===== config.mk =====
export PLATFORM = sky130hd
export DESIGN_NAME = alu_wide_sequencer
export DESIGN_NICKNAME = d
export VERILOG_FILES = /design/src/rtl/alu_pkg.sv /design/src/rtl/alu_wide_sequencer.sv
export SDC_FILE = /design/constraint.sdc
export NUM_CORES = 1
export LEC_CHECK = 0
export ABC_AREA = 1
export ABC_CLOCK_PERIOD_IN_PS = 2940
export CORE_MARGIN = 1
export CORE_UTILIZATION = 49
export DETAILED_ROUTE_END_ITERATION = 6
export PLACE_DENSITY_LB_ADDON = 0.3
export SYNTH_ARGS = -nofsm -noshare
export SYNTH_HDL_FRONTEND = slang
export SYNTH_SLANG_ARGS = --single-unit

===== constraint.sdc =====
create_clock -name clk -period 2.94 [get_ports clk]
set_input_delay 0.441 -clock clk [delete_from_list [all_inputs] [get_ports clk]]
set_output_delay 0.441 -clock clk [all_outputs]
set_load 0.01 [all_outputs]

===== src/rtl/alu_pkg.sv =====
// Shared definitions for the wide ALU command sequencer: slice width, opcode map,
// FSM encoding and opcode classification.
package alu_pkg;

    localparam int SLICE_W = 32;

    localparam logic [3:0] OP_AND  = 4'b0000;
    localparam logic [3:0] OP_OR   = 4'b0001;
    localparam logic [3:0] OP_NOT  = 4'b0010;
    localparam logic [3:0] OP_NOR  = 4'b0011;
    localparam logic [3:0] OP_XOR  = 4'b0100;
    localparam logic [3:0] OP_NAND = 4'b0101;
    localparam logic [3:0] OP_ADD  = 4'b0110;
    localparam logic [3:0] OP_SUB  = 4'b0111;

    typedef enum logic [1:0] {
        ST_IDLE = 2'd0,
        ST_RUN  = 2'd1,
        ST_DONE = 2'd2
    } state_e;

    typedef enum logic [1:0] {
        KIND_LOGIC = 2'd0,
        KIND_ARITH = 2'd1,
        KIND_RSVD  = 2'd2
    } op_kind_e;

    // Only ADD/SUB propagate carry and report overflow; 1xxx opcodes are reserved.
    function automatic op_kind_e op_kind(input logic [3:0] op);
        case (op)
            OP_AND, OP_OR, OP_NOT, OP_NOR, OP_XOR, OP_NAND: return KIND_LOGIC;
            OP_ADD, OP_SUB:                                 return KIND_ARITH;
            default:                                        return KIND_RSVD;
        endcase
    endfunction

endpackage


===== src/rtl/alu_wide_sequencer.sv =====
// Issues a WORDS*32-bit operation to an external 32-bit combinational ALU one slice per
// cycle (LSB first), chaining carry between slices and returning the merged result and flags.
module alu_wide_sequencer
    import alu_pkg::*;
#(
    parameter int WORDS = 2
) (
    input  logic                       clk,
    input  logic                       rst_n,
    input  logic                       in_valid,
    output logic                       in_ready,
    input  logic [3:0]                 in_op,
    input  logic [SLICE_W*WORDS-1:0]   in_a,
    input  logic [SLICE_W*WORDS-1:0]   in_b,
    input  logic                       in_cin,
    output logic                       out_valid,
    input  logic                       out_ready,
    output logic [SLICE_W*WORDS-1:0]   out_y,
    output logic                       out_cout,
    output logic                       out_neg,
    output logic                       out_zero,
    output logic                       out_ovf,
    output logic                       out_err,
    output logic [SLICE_W-1:0]         alu_a,
    output logic [SLICE_W-1:0]         alu_b,
    output logic [3:0]                 alu_sel,
    output logic                       alu_cin,
    input  logic [SLICE_W-1:0]         alu_y,
    input  logic                       alu_cout,
    input  logic                       alu_neg,
    input  logic                       alu_zero,
    input  logic                       alu_ovf
);

    localparam int OW    = SLICE_W * WORDS;
    localparam int IDX_W = (WORDS > 1) ? $clog2(WORDS) : 1;
    localparam logic [IDX_W-1:0] LAST_IDX = IDX_W'(WORDS - 1);

    state_e           state_q, state_d;
    logic [IDX_W-1:0] idx_q, idx_d;
    logic [3:0]       op_q, op_d;
    logic [OW-1:0]    a_q, a_d;
    logic [OW-1:0]    b_q, b_d;
    logic [OW-1:0]    y_q, y_d;
    logic             carry_q, carry_d;
    logic             zacc_q, zacc_d;
    logic             cout_q, cout_d;
    logic             neg_q, neg_d;
    logic             zero_q, zero_d;
    logic             ovf_q, ovf_d;
    logic             err_q, err_d;
    logic             ready_q;
    logic             arith;

    assign arith     = (op_kind(op_q) == KIND_ARITH);
    assign in_ready  = ready_q && (state_q == ST_IDLE);
    assign out_valid = (state_q == ST_DONE);
    assign out_y     = y_q;
    assign out_cout  = cout_q;
    assign out_neg   = neg_q;
    assign out_zero  = zero_q;
    assign out_ovf   = ovf_q;
    assign out_err   = err_q;

    always_comb begin
        // NOTE: every _d and output gets its default first so no path through the case infers a latch.
        state_d = state_q;
        idx_d   = idx_q;
        op_d    = op_q;
        a_d     = a_q;
        b_d     = b_q;
        y_d     = y_q;
        carry_d = carry_q;
        zacc_d  = zacc_q;
        cout_d  = cout_q;
        neg_d   = neg_q;
        zero_d  = zero_q;
        ovf_d   = ovf_q;
        err_d   = err_q;
        alu_a   = '0;
        alu_b   = '0;
        alu_sel = '0;
        alu_cin = 1'b0;

        unique case (state_q)
            ST_IDLE: begin
                if (in_valid && in_ready) begin
                    op_d    = in_op;
                    a_d     = in_a;
                    b_d     = in_b;
                    carry_d = in_cin;
                    idx_d   = '0;
                    y_d     = '0;
                    zacc_d  = 1'b1;
                    cout_d  = 1'b0;
                    neg_d   = 1'b0;
                    zero_d  = 1'b0;
                    ovf_d   = 1'b0;
                    err_d   = (op_kind(in_op) == KIND_RSVD);
                    state_d = (op_kind(in_op) == KIND_RSVD) ? ST_DONE : ST_RUN;
                end
            end

            ST_RUN: begin
                // Operands shift down so the active slice is always the low word;
                // results shift in from the top so slice 0 lands at the bottom.
                alu_a   = a_q[SLICE_W-1:0];
                alu_b   = b_q[SLICE_W-1:0];
                alu_sel = op_q;
                alu_cin = arith & carry_q;
                a_d     = a_q >> SLICE_W;
                b_d     = b_q >> SLICE_W;
                y_d     = (y_q >> SLICE_W) | (OW'(alu_y) << (OW - SLICE_W));
                carry_d = alu_cout;
                zacc_d  = zacc_q & alu_zero;
                if (idx_q == LAST_IDX) begin
                    neg_d   = alu_neg;
                    cout_d  = arith & alu_cout;
                    ovf_d   = arith & alu_ovf;
                    zero_d  = zacc_q & alu_zero;
                    idx_d   = '0;
                    state_d = ST_DONE;
                end else begin
                    idx_d = idx_q + 1'b1;
                end
            end

            ST_DONE: begin
                if (out_ready) begin
                    state_d = ST_IDLE;
                end
            end

            default: state_d = ST_IDLE;
        endcase
    end

    always_ff @(posedge clk or negedge rst_n) begin
        if (!rst_n) begin
            state_q <= ST_IDLE;
            idx_q   <= '0;
            op_q    <= '0;
            a_q     <= '0;
            b_q     <= '0;
            y_q     <= '0;
            carry_q <= 1'b0;
            zacc_q  <= 1'b0;
            cout_q  <= 1'b0;
            neg_q   <= 1'b0;
            zero_q  <= 1'b0;
            ovf_q   <= 1'b0;
            err_q   <= 1'b0;
            ready_q <= 1'b0;
        end else begin
            // NOTE: non-blocking assignments so every register samples the pre-edge values.
            state_q <= state_d;
            idx_q   <= idx_d;
            op_q    <= op_d;
            a_q     <= a_d;
            b_q     <= b_d;
            y_q     <= y_d;
            carry_q <= carry_d;
            zacc_q  <= zacc_d;
            cout_q  <= cout_d;
            neg_q   <= neg_d;
            zero_q  <= zero_d;
            ovf_q   <= ovf_d;
            err_q   <= err_d;
            ready_q <= 1'b1;
        end
    end

endmodule

==> impl_metrics.py, run 1 <==
metrics = {
    "grt": {
        "met3_usage_pct": 7.93,
        "grt_use_met1_pct": 33.0,
        "grt_pass1_wl_mm": 38.5,
        "grt-ovfl-total": 0,
        "grtUsageTotal_pct": 26.0,
        "antenna_found_initial": 1,
        "grt_pass1_vias": 7643,
        "met2_usage_pct": 41.2,
        "grt_start_max_net_pins": 92,
        "busiest_layer": "met2",
    },
    "clocking": {
        "root_buffer": "clkbuf_16",
        "cts_tree": "done",
        "htree_levels": 1,
        "clock_latency_ns": 0.50,
        "cts_buffer_depth": 3,
        "ctsResizeCount": 0,
        "clkSinkCount": 207,
        "clk_pin_slew_worst_paths_ns": 0.06,
        "cts_buffers": 22,
    },
    "logic_synthesis": {
        "synth.net_count": 1253,
        "synth_cell_types": 19,
        "ys.warnings.count": 0,
        "syn_inst": 1080,
        "yosysSeqAreaShare_pct": 57.3,
        "synth-seq-cells": 207,
        "synth_area_um2": 9050,
        "ys_top_cells_by_area": "dfrtp_1 57%, o21ai_0 13%, nand2_1 10%",
        "synth_top_area_share_pct": 57.3,
        "yosysTopAreaCell": "dfrtp_1",
        "syn-mean-instance-area_um2": 8.38,
    },
    "place": {
        "pre_cts_ws_ns": 0.681,
        "io_buffers": 312,
        "place.detailed.hpwl_mm": 17.2,
        "gp_congestion": 0.819,
    },
    "power": {
        "vdd_ir_drop_max_mv": 0.634,
        "power.density_nw_per_um2": 955,
        "power.leakage_nw": 5.89,
        "total_power_w": 0.0124,
    },
    "sta": {
        "fin_skew_ns": 0.0134,
        "finalCritPeriodShare_pct": 95.2,
        "rsz0062_at_grt": "no",
        "hold_viol": 0,
        "final_max_slew_viol_count": 0,
        "worstMarginPinSlew_ns": 0.527,
        "fin_tns_setup_ns": 0,
        "fin_hold_ws_ns": 0.426,
        "max_freq_mhz": 357,
        "worst_slack_ns": 0.140,
        "setup_violations": 0,
        "slew_headroom_pct": 64.9,
        "period_needed_ns": 2.80,
    },
    "critical_path": {
        "path_cells": "inv_2 > nand2_8 > buf_4 > nor2_1 > clkdlybuf4s50_1",
        "critPathMaxFanout": 58,
        "cpPeakStageDelay_ns": 0.55,
        "crit_type": "flop to primary output",
        "crit_required_ns": 2.50,
        "cp_slowest_cell": "clkdlybuf4s50_1",
        "startpoint_type": "flop",
        "cp-end-kind": "primary output",
        "cp.arrival_ns": 2.36,
    },
    "finish": {
        "final_common_cell": "clkdlybuf4s50_1",
        "nFillCells": 1376,
        "drive_above_1_share_pct": 4.41,
        "nNetsFinal": 1542,
        "final_util_pct": 72.2,
        "n_antenna_cell": 0,
        "layout_common_cells": "311 x clkdlybuf4s50_1, 251 x nand2_1, 243 x o21ai_0, 207 x dfrtp_1, 170 x inv_1",
        "area_delta_synth_final_pct": 43.8,
    },
    "die": {
        "fp-row-count": 49,
        "die_y_um": 138,
        "start_util_pct": 50.2,
        "fp.coreArea_um2": 18000,
        "die_w_um": 138,
        "dieArea_um2": 19000,
        "ios": 313,
    },
    "routing": {
        "vias": 8008,
        "wire_per_inst_um": 15.5,
        "wl_mm": 25.0,
        "vias_per_cell": 4.97,
        "dr.pass1.iters": 5,
        "antenna_left": 0,
        "dr.first_iter.drc_count": 416,
        "drcViolationCount": 0,
    },
    "run": {
        "drv_cap": 0,
    },
    "run_status": {
        "status": "finished, final reports clean",
    },
    "hold_path": {
        "hold_path_class": "input pin to asynchronous set/reset pin",
    },
}
[layout make-up]
type | instances | area (um^2) | share of cell area [%]
Clock buffer | 33 | 673 | 5.17
Timing Repair Buffer | 333 | 3340 | 25.7
Inverter | 172 | 646 | 4.96
Sequential cell | 207 | 5180 | 39.8
Multi-Input combinational cell | 633 | 2820 | 21.7
Tap cell | 229 | 287 | 2.20
Clock inverter | 4 | 70.1 | 0.539
[where the power goes]
group | total [W] | switching (W) | internal, W
registers | 0.00469 | 0.000524 | 0.00417
clock network | 0.00284 | 0.00109 | 0.00174
logic | 0.00489 | 0.00280 | 0.00210
[worst max-delay path, delay by kind of cell (launching register included)]
kind	cells	cell delay, ns
buf+inv	3	1.03
simple gates	2	0.38
flops	1	0.42
[cells by family (layout without fill, tap and decap cells)]
logic type,Yosys count,count (layout),synth area share [%]
other,1,1,0.0415
buffers and inverters,240,542,11.9
and+or+nand+nor,366,366,16.0
AOI/OAI and AO/OA,266,266,14.7
DFF,207,207,57.3
[sequential cells by signal, summed over array words and instances (netlist names), 2 cells and up]
register	flops
out_y	64
a_q	64
b_q	64
op_q	4
state_q	2
[final timing paths]
path | startpoint | to | slack, ns | depth (start not counted)
max | state_q[1] | alu_b[16] | 0.14 | 5
min | rst_n | b_q[19] | 0.43 | 2
max reg2reg | state_q[1] | a_q[15] | 0.99 | 6
min reg2reg | out_neg | out_neg | 0.48 | 2
max in group asynchronous | rst_n | out_cout | 1.72 | 3
min in group clk | out_neg | out_neg | 0.48 | 2
[synthesized netlist by cell type, drive strengths merged]
cell type	instances
nand2	253
conb	1
nand4	4
o21bai	1
nor4	1
o21ai	265
clkbuf	13
dfrtp	207
buf	55
nand3	34
inv	172
nor2	74
[per-layer routing]
| metal | vias to the layer above | share of wire [%] | wire length, um |
|---|---|---|---|
| li1 | 3921 | - | - |
| met2 | 286 | 46 | 11600 |
| met3 | 71 | 8.9 | 2240 |
| met4 | 2 | 4.1 | 1020 |
| met5 | - | 0.036 | 9 |
| met1 | 3728 | 41 | 10100 |
[metrics by stage]
stage,instance area (um^2),instances
6_report,13000,1611
5_1_grt,13000,1611
4_1_cts,13000,1611
3_5_place_dp,12300,1573
3_3_place_gp,12300,1573
2_1_floorplan,9050,1080
[repair_timing]
item / 4_1_cts / 5_1_grt
setup buffers: 0 / 0
hold buffers: 1 / 0
hold endpoints to repair: 38 / 0
Note: power is estimated with default switching activity, not from simulation.
==> run 2: changes to the inputs <==
Settings changed: ABC_CLOCK_PERIOD_IN_PS 2940 to 2900, CORE_UTILIZATION 49 to 46.
Clock period 2.94 ns to 2.9 ns, I/O delays scaled along.
==> impl_metrics.py, run 2 (synthesis results as in run 1) <==
metrics = {
    "run_status": {
        "status": "finished, final reports clean",
    },
    "critical_path": {
        "startpoint_type": "flop",
        "cp.arrival_ns": 2.36,
        "critPathMaxFanout": 45,
        "crit_type": "flop to primary output",
        "crit_required_ns": 2.47,
        "cp-end-kind": "primary output",
    },
    "grt": {
        "antenna_found_initial": 0,
        "grt_start_max_net_pins": 90,
        "grt-ovfl-total": 0,
        "grtUsageTotal_pct": 24.5,
        "grt_pass1_wl_mm": 39.4,
        "grt_pass1_vias": 7799,
    },
    "sta": {
        "finalCritPeriodShare_pct": 96.2,
        "slew_headroom_pct": 58.3,
        "fin_skew_ns": 0.00984,
        "setup_violations": 0,
        "period_needed_ns": 2.79,
        "worstMarginPinSlew_ns": 0.625,
        "max_freq_mhz": 358,
        "final_max_slew_viol_count": 0,
        "fin_tns_setup_ns": 0,
        "hold_viol": 0,
        "rsz0062_at_grt": "no",
    },
    "routing": {
        "vias": 7998,
        "antenna_left": 0,
        "wl_mm": 25.0,
        "dr.first_iter.drc_count": 340,
        "wire_per_inst_um": 15.2,
        "vias_per_cell": 4.87,
        "dr.pass1.iters": 5,
        "drcViolationCount": 0,
    },
    "place": {
        "io_buffers": 312,
        "place.detailed.hpwl_mm": 17.2,
        "dp_cells": 1601,
        "gp_congestion": 0.845,
    },
    "die": {
        "start_util_pct": 47.6,
        "die_y_um": 142,
        "fp-row-count": 50,
        "dieArea_um2": 20200,
        "fp.coreArea_um2": 19000,
        "die_w_um": 142,
        "ios": 313,
    },
    "clocking": {
        "cts_buffers": 23,
        "cts_buffer_depth": 3,
        "clkSinkCount": 207,
        "clk_pin_slew_worst_paths_ns": 0.06,
        "cts_tree": "done",
        "root_buffer": "clkbuf_16",
        "htree_levels": 1,
        "clock_latency_ns": 0.49,
        "post_cts_buffers": 0,
    },
    "power": {
        "power.leakage_nw": 5.91,
        "power.density_nw_per_um2": 967,
        "vdd_ir_drop_max_mv": 0.700,
    },
    "finish": {
        "nFillCells": 1556,
        "layout.cells.non_filler": 1643,
        "final_common_cell": "clkdlybuf4s50_1",
        "n_antenna_cell": 0,
        "nNetsFinal": 1541,
        "area_delta_synth_final_pct": 44.9,
        "drive_above_1_share_pct": 4.48,
        "layout_common_cells": "311 x clkdlybuf4s50_1, 251 x nand2_1, 243 x o21ai_0, 206 x dfrtp_1, 170 x inv_1",
    },
    "hold_path": {
        "hold_path_class": "input pin to asynchronous set/reset pin",
    },
    "run": {
        "drv_cap": 0,
    },
}
==> run 2: changes by cell type in the layout (fill, tap and decap cells not counted), moves of 3 or more <==
cell | before | now
clkbuf_8 | 7 | 4
buf_12 | 4 | 8
buf_4 | 16 | 9
clkinv_2 | 2 | 5
==> run 2: path summary, 6_finish.rpt <==
check                                start         to  slack [ns]  cells past startpoint
min in group clk                   out_ovf    out_ovf        0.49                      2
max in group asynchronous            rst_n    b_q[52]        1.74                      3
worst min-delay path                 rst_n    a_q[56]        0.43                      2
worst min register to register     out_ovf    out_ovf        0.49                      2
worst max register to register  state_q[1]  out_y[49]        0.90                      5
worst max-delay path            state_q[1]  alu_b[22]        0.11                      5
==> run 2: layout make-up <==
type                            instances  area (um^2)  share of cell area [%]
Clock buffer                           31          636                    4.85
Tap cell                              260          325                    2.48
Timing Repair Buffer                  330         3360                    25.7
Inverter                              172          646                    4.93
Multi-Input combinational cell        634         2830                    21.6
Sequential cell                       207         5180                    39.5
Clock inverter                          9          123                   0.935
==> run 2: worst max-delay path, cell delays in order (launching register included) <==
cell and delay [ns]:
dfrtp_1 0.43, inv_2 0.21, nand2_8 0.24, buf_12 0.27, nor2_1 0.10, clkdlybuf4s50_1 0.55
==> run 2: timing repair <==
item / 4_1_cts / 5_1_grt
hold buffers: 1 / 0
setup endpoints to repair: 0 / 31
resized for setup: 0 / 1
hold endpoints to repair: 44 / 0
==> run 2: where the power goes <==
group,internal (W),switching (W)
Combinational,0.00215,0.00284
Sequential,0.00423,0.000540
Clock,0.00180,0.00112
==> run 2: metal layers <==
| metal | global-route usage [%] | up-vias | routed length (um) |
|---|---|---|---|
| met5 | 0 | - | 0 |
| met4 | 8.38 | 0 | 753 |
| met3 | 7.20 | 48 | 2200 |
| met2 | 40.2 | 286 | 11700 |
| met1 | 31.0 | 3741 | 10400 |
| li1 | - | 3923 | - |
==> run 2: metrics by stage <==
stage	util, %	cell area [um^2]	total power [W]	setup slack (ns)	hold slack [ns]
final	68.9	13100	0.0127	0.109	0.432
after global routing	68.9	13100	0.0136	0.0146	0.453
after CTS	68.9	13100	0.0128	0.0439	0.439
after detailed placement	64.8	12300	0.00976	0.584	0.404
after global placement	64.8	12300	0.00959	0.635	0.403
after floorplan	-	9050	0.00750	1.17	0.139
==> run 3: changes to the inputs <==
Settings changed: SLEW_MARGIN set to 20.
==> results of run 3 <==
Final layout, timing and power as in run 2 (identical DEF).
